## config.mk

```make
export PLATFORM = sky130hd
export DESIGN_NAME = pipelined_decoder
export DESIGN_NICKNAME = d
export VERILOG_FILES = /design/src/rtl/pipelined_decoder.sv
export SDC_FILE = /design/constraint.sdc
export NUM_CORES = 1
export LEC_CHECK = 0
export ABC_AREA = 1
export ABC_CLOCK_PERIOD_IN_PS = 2700
export CORE_UTILIZATION = 45
export CTS_BUF_LIST = sky130_fd_sc_hd__clkbuf_16
export CTS_CLUSTER_DIAMETER = 50
export CTS_CLUSTER_SIZE = 20
export DETAILED_ROUTE_END_ITERATION = 7
export GPL_TIMING_DRIVEN = 0
export PLACE_DENSITY = 0.9
export SYNTH_ARGS = -nofsm -noshare
export SYNTH_HDL_FRONTEND = slang
export SYNTH_SLANG_ARGS = --single-unit
```

## constraint.sdc

```tcl
create_clock -name clk -period 2.7 [get_ports clk]
set_input_delay 0.405 -clock clk [delete_from_list [all_inputs] [get_ports clk]]
set_output_delay 0.405 -clock clk [all_outputs]
set_load 0.01 [all_outputs]
```

## src/rtl/pipelined_decoder.sv

```systemverilog
// Multi-cycle instruction decoder for the 16-bit CPU. It handles redirect flushes,
// the two-cycle PLD, the STP halt, and CALL/RTN through a small return-address stack.
module pipelined_decoder #(
    parameter int WIDTH     = 16,
    parameter int FLUSH_CYC = 1,
    parameter int RAS_DEPTH = 4
) (
    input  logic             clk,
    input  logic             rst_n,
    input  logic [WIDTH-1:0] instr,
    input  logic [WIDTH-1:0] N,
    input  logic [WIDTH-1:0] pc,
    input  logic [WIDTH-1:0] rddata,
    input  logic [WIDTH-1:0] rsdata,
    input  logic             jump,
    output logic [WIDTH-1:0] instr_addr1,
    output logic [WIDTH-1:0] instr_addr2,
    output logic [WIDTH-1:0] data_addr1,
    output logic [WIDTH-1:0] data_addr2,
    output logic [WIDTH-1:0] new_pc,
    output logic             cnt_en,
    output logic             pc_sload,
    output logic             instr_Wen2,
    output logic             data_Wen1,
    output logic             data_Wen2,
    output logic             rd_wen,
    output logic             rs_wen,
    output logic             mux1_sel,
    output logic             halted,
    output logic             illegal,
    output logic             ras_err
);

    localparam int SPW = $clog2(RAS_DEPTH);

    localparam logic [2:0] S_IDLE  = 3'd0;
    localparam logic [2:0] S_RUN   = 3'd1;
    localparam logic [2:0] S_LOAD  = 3'd2;
    localparam logic [2:0] S_FLUSH = 3'd3;
    localparam logic [2:0] S_HALT  = 3'd4;

    localparam logic [SPW:0] SP_ONE  = (SPW+1)'(1);
    localparam logic [SPW:0] SP_FULL = (SPW+1)'(RAS_DEPTH);
    localparam logic [1:0]   FL_INIT = 2'(FLUSH_CYC);

    logic [2:0]       state, state_nx;
    logic [1:0]       fcnt, fcnt_nx;
    logic [SPW:0]     sp;
    logic [WIDTH-1:0] stack [RAS_DEPTH];

    logic [WIDTH-1:0] pc_inc, ras_top;
    logic [SPW:0]     sp_dec;
    logic             ras_full, ras_empty;
    logic             push, pop, set_ill, set_ras;

    // opcode decode
    logic [4:0] op;
    logic is_nop, is_call, is_rtn, is_cmp, is_jmp, is_pld, is_pst, is_stp, is_wr, is_legal;

    assign op      = instr[WIDTH-1 -: 5];
    assign is_nop  = (op == 5'b00000);
    assign is_call = (op == 5'b00001) && !instr[0];
    assign is_rtn  = (op == 5'b00001) &&  instr[0];
    assign is_cmp  = (op[4:1] == 4'b0001);
    assign is_jmp  = (op[4:1] == 4'b0010);
    assign is_pld  = (op == 5'b10000);
    assign is_pst  = (op == 5'b10010);
    assign is_stp  = (op == 5'b11111);
    assign is_wr   = (op[4:1] == 4'b0100) || (op[4:1] == 4'b0101) || (op[4:1] == 4'b0110) ||
                     (op[4:1] == 4'b0111) || (op[4:1] == 4'b1011) ||
                     (op == 5'b11000) || (op == 5'b11010);
    assign is_legal = is_nop || (op == 5'b00001) || is_cmp || is_jmp || is_pld || is_pst ||
                      is_stp || is_wr;

    logic unused_bits;
    assign unused_bits = ^{instr[WIDTH-6:4], instr[1]};

    assign pc_inc      = pc + WIDTH'(1);
    assign instr_addr1 = pc;
    assign instr_addr2 = pc_inc;
    assign data_addr1  = rddata;
    assign data_addr2  = rsdata;
    assign instr_Wen2  = 1'b0;
    assign rs_wen      = 1'b0;

    assign sp_dec    = sp - SP_ONE;
    assign ras_full  = (sp == SP_FULL);
    assign ras_empty = (sp == '0);
    assign ras_top   = stack[sp_dec[SPW-1:0]];

    always_comb begin
        state_nx  = state;
        fcnt_nx   = fcnt;
        cnt_en    = 1'b0;
        pc_sload  = 1'b0;
        new_pc    = '0;
        data_Wen1 = 1'b0;
        data_Wen2 = 1'b0;
        rd_wen    = 1'b0;
        mux1_sel  = 1'b0;
        halted    = 1'b0;
        push      = 1'b0;
        pop       = 1'b0;
        set_ill   = 1'b0;
        set_ras   = 1'b0;
        case (state)
            S_IDLE: state_nx = S_RUN;
            S_RUN: begin
                cnt_en = 1'b1;
                rd_wen = is_wr;
                if (is_pst) begin
                    data_Wen1 = instr[3];
                    data_Wen2 = instr[2];
                end else if (is_pld) begin
                    cnt_en   = 1'b0;
                    state_nx = S_LOAD;
                end else if ((is_jmp && jump) || is_call || (is_rtn && !ras_empty)) begin
                    // every taken redirect squashes the next FLUSH_CYC fetches
                    cnt_en   = 1'b0;
                    pc_sload = 1'b1;
                    new_pc   = is_rtn ? ras_top : N;
                    state_nx = S_FLUSH;
                    fcnt_nx  = FL_INIT;
                    push     = is_call && !ras_full;
                    pop      = is_rtn;
                    set_ras  = is_call && ras_full;
                end else if (is_rtn) begin
                    set_ras = 1'b1;
                end else if (is_stp) begin
                    cnt_en   = 1'b0;
                    state_nx = S_HALT;
                end else if (!is_legal) begin
                    set_ill = 1'b1;
                end
            end
            S_LOAD: begin
                cnt_en   = 1'b1;
                rd_wen   = 1'b1;
                mux1_sel = 1'b1;
                state_nx = S_RUN;
            end
            S_FLUSH: begin
                cnt_en = 1'b1;
                if (fcnt <= 2'd1) begin
                    state_nx = S_RUN;
                    fcnt_nx  = '0;
                end else begin
                    fcnt_nx = fcnt - 2'd1;
                end
            end
            S_HALT:  halted = 1'b1;
            default: state_nx = S_IDLE;
        endcase
    end

    always_ff @(posedge clk or negedge rst_n) begin
        if (!rst_n) begin
            state   <= S_IDLE;
            fcnt    <= '0;
            sp      <= '0;
            illegal <= 1'b0;
            ras_err <= 1'b0;
            for (int i = 0; i < RAS_DEPTH; i++) stack[i] <= '0;
        end else begin
            state <= state_nx;
            fcnt  <= fcnt_nx;
            if (set_ill) illegal <= 1'b1;
            if (set_ras) ras_err <= 1'b1;
            if (push) begin
                stack[sp[SPW-1:0]] <= pc_inc;
                sp <= sp + SP_ONE;
            end else if (pop) begin
                sp <= sp_dec;
            end
        end
    end

endmodule

```

==> impl_metrics.sql, run 1 <==
INSERT INTO impl_metrics (metric_group, metric, value, unit) VALUES
('outcome', 'run_status', 'completed', ''),
('route', 'postRouteWirelength', '15500', 'um'),
('pwr', 'static-leakage-power', '3.70', 'nW'),
('floorplan', 'chipHeight', '106', 'um'),
('place', 'post-place-ws', '-1.10', 'ns'),
('critical_path', 'cpPeakStageDelay', '0.58', 'ns'),
('critical_path', 'worst-endpoint-required', '2.30', 'ns'),
('layout', 'net_count_final', '935', ''),
('timing', 'rsz0062_at_grt', 'yes', ''),
('floorplan', 'coreArea', '10400', 'sq um'),
('layout', 'multi_input_comb_area', '2430', 'sq um'),
('clocking', 'root_buffer', 'sky130_fd_sc_hd__clkbuf_16', ''),
('clocking', 'cts_htree_levels', '3', ''),
('route', 'ant_nets', '0', ''),
('clocking', 'clk-insertion-delay-late', '0.34', 'ns'),
('place', 'dpl.hpwl', '9750', 'um'),
('critical_path', 'critical_path_buf_inv_count', '2', ''),
('layout', 'post-route-util', '68.4', '%'),
('floorplan', 'dieWidth', '106', 'um'),
('timing', 'final_min_period_over_clock_period', '98.6', '%'),
('global_route', 'first_global_vias', '4916', ''),
('place', 'port_buffers', '130', ''),
('route', 'via_count', '5174', ''),
('yosys', 'synth_unique_cells', '30', ''),
('timing', 'fin_worst_hold_slack', '0.431', 'ns'),
('route', 'detailed_router_s_first_iteration_violation_count', '476', ''),
('layout', 'diodes', '0', ''),
('clocking', 'cts-buffers-inserted', '9', ''),
('floorplan', 'floorplan.die_area', '11100', 'sq um'),
('floorplan', 'io_pins', '174', ''),
('timing', 'finalSetupTns', '0', 'ns'),
('clocking', 'cts.clk_slew.worst_paths', '0.06', 'ns'),
('yosys', 'async_sr_flop_fraction', '100', '%'),
('clocking', 'cts_buffer_depth', '2', ''),
('place', 'gp_routability_congestion', '0.845', ''),
('critical_path', 'arrival', '2.26', 'ns'),
('yosys', 'postSynthRegisterBits', '74', ''),
('critical_path', 'chain_of_cells_forming_the_critical_path', 'clkdlybuf4s50_1, nand2_1, nor2_2, nand3_1, xor2_2, clkdlybuf4s50_1', ''),
('critical_path', 'cp-end-kind', 'primary output', ''),
('timing', 'clock-skew-final', '0.00332', 'ns'),
('route', 'firstDrtPassIters', '5', ''),
('yosys', 'ys_dominant_reg_cell', 'sky130_fd_sc_hd__dfrtp_1', ''),
('global_route', 'grt_pass1_wl', '23900', 'um'),
('route', 'viasPerCell', '5.24', ''),
('pwr', 'vdd_ir_drop_max', '0.394', 'mV'),
('pwr', 'post-layout-total-power', '4.74', 'mW'),
('yosys', 'synth_cells', '681', ''),
('floorplan', 'starting_density_of_the_core', '46.5', '%'),
('critical_path', 'setup.reg_to_reg.worst_slack', '0.67', 'ns'),
('global_route', 'grt_antenna_before_repair', '0', ''),
('timing', 'finalSetupViolCount', '0', ''),
('layout', 'stdcell_count', '987', ''),
('clocking', 'clkSinkCount', '74', ''),
('layout', 'postLayoutCellArea', '7090', 'sq um'),
('yosys', 'warnings_from_yosys', '0', ''),
('global_route', 'gr-usage-all-layers', '27.5', '%'),
('yosys', 'synth_seq_area_share', '38.4', '%'),
('critical_path', 'slowest_stage', 'sky130_fd_sc_hd__clkdlybuf4s50_1', ''),
('global_route', 'largest_net_degree_at_the_start_of_global_routing', '70', ''),
('floorplan', 'rows', '37', ''),
('worst_hold_path', 'timing.hold.worst.class', 'input port to asynchronous set/reset pin', ''),
('critical_path', 'criticalPathCategory', 'input port to primary output', ''),
('critical_path', 'cp_common_cell', 'sky130_fd_sc_hd__clkdlybuf4s50_1', ''),
('critical_path', 'critical-path-top-delay-family', 'buffers and inverters', ''),
('timing', 'final_number_of_hold_violating_endpoints', '0', ''),
('place', 'detailed_place.area', '6320', 'sq um'),
('layout', 'seqCellArea', '1850', 'sq um'),
('yosys', 'netlist_area_pre_place', '4820', 'sq um'),
('timing', 'worst_slack', '0.0389', 'ns'),
('route', 'post-route-drc-count', '0', ''),
('critical_path', 'crit_path_max_fanout', '4', '');
## cell type report
cell class | instances | share of cell area [%]
multi-input combinational | 469 | 34.2
sequential | 74 | 26.2
clock inverter | 7 | 0.988
tap | 136 | 2.40
inverter | 65 | 3.58
timing repair buffer | 154 | 20.8
buffer | 73 | 8.66
clock buffer | 9 | 3.18
## registers in the layout, indices dropped and copies added (netlist names)
signal	cells
fcnt	2
illegal	1
ras_err	1
sp	3
stack	64
state	3
## per-layer routing
metal | vias up | track usage (%) | routed length [um]
li1 | 2411 | - | -
met2 | 324 | 47.6 | 7710
met1 | 2385 | 32.5 | 5930
met5 | - | 0 | 0
met3 | 54 | 5.57 | 1300
met4 | 0 | 13.7 | 557
## where the power goes
part	switching [mW]	internal (mW)
combinational	1.17	0.927
sequential	0.138	1.30
clock	0.481	0.713
## cells by family (layout without fill, tap and decap cells)
logic type | count (synthesis) | after routing | share of synthesized area, %
adders and majority gates | 6 | 6 | 1.56
buffers and inverters | 139 | 308 | 16.1
and+or+nand+nor | 354 | 354 | 31.8
other | 1 | 2 | 0.0778
xor gates and xnor gates | 11 | 11 | 2.00
DFF | 74 | 74 | 38.4
AOI/OAI and AO/OA | 96 | 96 | 10.1
## synth_stat cells, types with 4 or more instances
cell | n | area share (%)
sky130_fd_sc_hd__o21ai_0 | 54 | 5.6
sky130_fd_sc_hd__clkbuf_1 | 13 | 1.0
sky130_fd_sc_hd__buf_6 | 8 | 1.9
sky130_fd_sc_hd__nand3_1 | 26 | 2.7
sky130_fd_sc_hd__nor2_1 | 57 | 4.4
sky130_fd_sc_hd__nor3_1 | 9 | 0.93
sky130_fd_sc_hd__nand2_2 | 11 | 1.4
sky130_fd_sc_hd__buf_4 | 50 | 7.8
sky130_fd_sc_hd__nand2_1 | 232 | 18
sky130_fd_sc_hd__xor2_1 | 7 | 1.3
sky130_fd_sc_hd__xnor2_1 | 4 | 0.73
sky130_fd_sc_hd__o21ai_1 | 16 | 1.7
sky130_fd_sc_hd__inv_1 | 60 | 4.7
sky130_fd_sc_hd__nand4_1 | 10 | 1.3
sky130_fd_sc_hd__dfrtp_1 | 74 | 38
sky130_fd_sc_hd__ha_1 | 6 | 1.6
sky130_fd_sc_hd__a21oi_1 | 22 | 2.3
sky130_fd_sc_hd__nor2_8 | 4 | 1.7
## final timing paths
path | end | cells past startpoint | from
worst min-delay path | state[0] | 2 | rst_n
worst max register to register | stack[11] | 10 | sp[0]
worst min register to register | illegal | 2 | illegal
worst max-delay path | instr_addr2[10] | 6 | pc[6]
max in group asynchronous | sp[0] | 3 | rst_n
min in group clk | illegal | 2 | illegal
## what timing repair did
item	CTS	global route
setup buffers	14	8
gates resized for setup	100	44
setup endpoints to repair	58	25
pin swaps	8	7
hold buffers	1	0
hold endpoints to repair	5	0
Note: power is estimated with default switching activity, not from simulation.
==> run 2, diff against run 1 <==
- CORE_MARGIN: default -> 2
==> impl_metrics.sql, run 2 (synthesized netlist as in run 1, its figures left out) <==
INSERT INTO impl_metrics (metric_group, metric, value, unit) VALUES
('floorplan', 'dieWidth', '108', 'um'),
('route', 'postRouteWirelength', '15300', 'um'),
('clocking', 'clk-insertion-delay-late', '0.34', 'ns'),
('route', 'viasPerCell', '5.21', ''),
('outcome', 'run_status', 'completed', ''),
('clocking', 'root_buffer', 'sky130_fd_sc_hd__clkbuf_16', ''),
('floorplan', 'chipHeight', '108', 'um'),
('layout', 'mostFrequentLayoutCells', 'sky130_fd_sc_hd__nand2_1 (224), sky130_fd_sc_hd__clkdlybuf4s50_1 (95), sky130_fd_sc_hd__dfrtp_1 (73)', ''),
('pwr', 'static-leakage-power', '3.66', 'nW'),
('pwr', 'power.switching_fraction', '37.5', '%'),
('clocking', 'cts_buffer_depth', '2', ''),
('layout', 'top_register', 'stack', ''),
('floorplan', 'rows', '37', ''),
('layout', 'stdcell_count', '984', ''),
('critical_path', 'cp-end-kind', 'primary output', ''),
('critical_path', 'setup.worst_path.start_class', 'input port', ''),
('route', 'via_count', '5123', ''),
('timing', 'fmaxAchievable', '0.371', 'GHz'),
('global_route', 'grt_pass1_wl', '23900', 'um'),
('worst_hold_path', 'timing.hold.worst.class', 'input port to asynchronous set/reset pin', ''),
('timing', 'finalSetupViolCount', '0', ''),
('route', 'detailroute.wirelength.met2', '7640', 'um'),
('global_route', 'grt_antenna_before_repair', '0', ''),
('run', 'max_cap_viols', '0', ''),
('timing', 'finalCriticalPeriod', '2.70', 'ns'),
('route', 'firstDrtPassIters', '5', ''),
('pwr', 'post-layout-total-power', '4.77', 'mW'),
('route', 'detailed_router_s_first_iteration_violation_count', '501', ''),
('layout', 'diodes', '0', ''),
('pwr', 'power_density', '676', 'nW/um^2'),
('place', 'port_buffers', '130', ''),
('pwr', 'internal_power', '2.98', 'mW'),
('floorplan', 'floorplan.die_area', '11600', 'sq um'),
('layout', 'largest_register_ffs', '64', ''),
('timing', 'rsz0062_at_grt', 'yes', ''),
('route', 'post_drt_wl_per_cell', '15.5', 'um'),
('global_route', 'gr-usage-all-layers', '26.6', '%'),
('timing', 'final_min_period_over_clock_period', '99.9', '%'),
('route', 'post-route-drc-count', '0', ''),
('global_route', 'first_global_vias', '4862', ''),
('layout', 'net_count_final', '932', ''),
('floorplan', 'coreArea', '10400', 'sq um'),
('timing', 'clock-skew-final', '0.00817', 'ns'),
('pwr', 'power.share.clock', '27.7', '%'),
('pwr', 'switchingPower', '1.79', 'mW'),
('pwr', 'power.combinational.fraction', '42.2', '%'),
('timing', 'final-max-slew-violation-count', '0', ''),
('global_route', 'largest_net_degree_at_the_start_of_global_routing', '69', ''),
('route', 'ant_nets', '0', ''),
('critical_path', 'crit_path_max_fanout', '5', ''),
('floorplan', 'io_pins', '174', ''),
('place', 'post-place-ws', '-1.10', 'ns'),
('place', 'dpl.cell_count', '949', ''),
('timing', 'slew-limit-headroom', '58.5', '%'),
('place', 'dpl.hpwl', '9900', 'um'),
('timing', 'tightest_slew', '0.618', 'ns'),
('critical_path', 'arrival', '2.29', 'ns'),
('clocking', 'cts_htree_levels', '3', ''),
('clocking', 'cts.clk_slew.worst_paths', '0.06', 'ns'),
('critical_path', 'worst-endpoint-required', '2.30', 'ns'),
('clocking', 'cts-buffers-inserted', '9', ''),
('pwr', 'p_seq_share', '30.0', '%'),
('route', 'dr_wl_met3', '1290', 'um'),
('critical_path', 'setup.reg_to_reg.worst_slack', '0.65', 'ns'),
('critical_path', 'criticalPathCategory', 'input port to primary output', ''),
('global_route', 'overflow', '0', ''),
('route', 'met1_length', '5880', 'um'),
('route', 'highest-signal-layer', 'met4', ''),
('timing', 'worst_slack', '0.00350', 'ns'),
('timing', 'final_number_of_hold_violating_endpoints', '0', ''),
('place', 'gp_routability_congestion', '0.882', ''),
('layout', 'layout.cells.most_common', 'sky130_fd_sc_hd__nand2_1', ''),
('floorplan', 'starting_density_of_the_core', '46.5', '%'),
('layout', 'largestRegisters', 'stack (64), sp (3), state (3)', ''),
('clocking', 'clkSinkCount', '74', ''),
('layout', 'post_route_cells_drive_above_1_share', '20.2', '%'),
('layout', 'area_delta_synth_final', '46.3', '%'),
('pwr', 'vdd_ir_drop_max', '0.412', 'mV'),
('clocking', 'tritoncts', 'done', '');
## run 2: changes by cell type in the layout (fill, tap and decap cells not counted), sizes merged
cell           change
clkbuf             -3
dlygate4sd2        +6
buf                -3
clkdlybuf4s50      +1
inv                +1
dlymetal6s2s       -3
clkinvlp           -2
bufinv             +1
clkdlybuf4s15      -1
## run 2: worst max-delay path: stages
cell	delay (ns)
sky130_fd_sc_hd__clkdlybuf4s50_1	0.54
sky130_fd_sc_hd__ha_2	0.24
sky130_fd_sc_hd__xor2_1	0.47
sky130_fd_sc_hd__clkdlybuf4s50_1	0.64
## run 2: routing by layer
layer	global-route usage [%]	up-vias
met1	32.2	2404
met5	0	-
met2	45.9	271
met3	5.45	37
li1	-	2411
met4	10.9	0
## run 2: through the flow
stage          utilization, %  cell area (sq um)  hold WS, ns  setup TNS [ns]
5_1_grt                  68.0               7050        0.456         -0.0986
3_3_place_gp             60.7               6300        0.448         -114.00
4_1_cts                  66.9               6940        0.441       -0.000594
6_report                 68.0               7050        0.437               0
3_5_place_dp             61.0               6320        0.247          -19.65
2_1_floorplan               -               4820        0.109               0
## run 2: path summary, 6_finish.rpt
kind | startpoint | end | cells past startpoint
min in group clk | stack[46] | stack[46] | 2
min reg2reg | stack[46] | stack[46] | 2
max reg2reg | sp[0] | stack[11] | 10
max | pc[1] | instr_addr2[2] | 4
min | rst_n | state[0] | 2
max in group asynchronous | rst_n | stack[42] | 3
## run 2: power by group through the flow
stage          combinational, mW  sequential, mW  clock (mW)
3_3_place_gp                1.62            1.43           0
6_report                    2.01            1.43        1.32
4_1_cts                     1.85            1.42        1.31
5_1_grt                     2.20            1.45        1.38
2_1_floorplan               1.10            1.41           0
3_5_place_dp                1.66            1.44           0
## run 2: area by class of cell
class                   instances  area, sq um
fillers                       809         3320
well taps                     136          170
clock inverters                 7         98.8
plain buffers                  73          602
flip-flops and latches         74         1850
clock buffers                   9          225
multi-input cells             469         2410
inverters                      65          251
repair buffers                151         1440
## run 2: repair_timing
action,4_1_cts,5_1_grt
gates cloned,0,0
resized for setup,93,38
pin swaps,9,10
buffers inserted,12,7
endpoints found under the hold margin,6,0
endpoints found under the setup margin,55,27
hold buffers,1,0
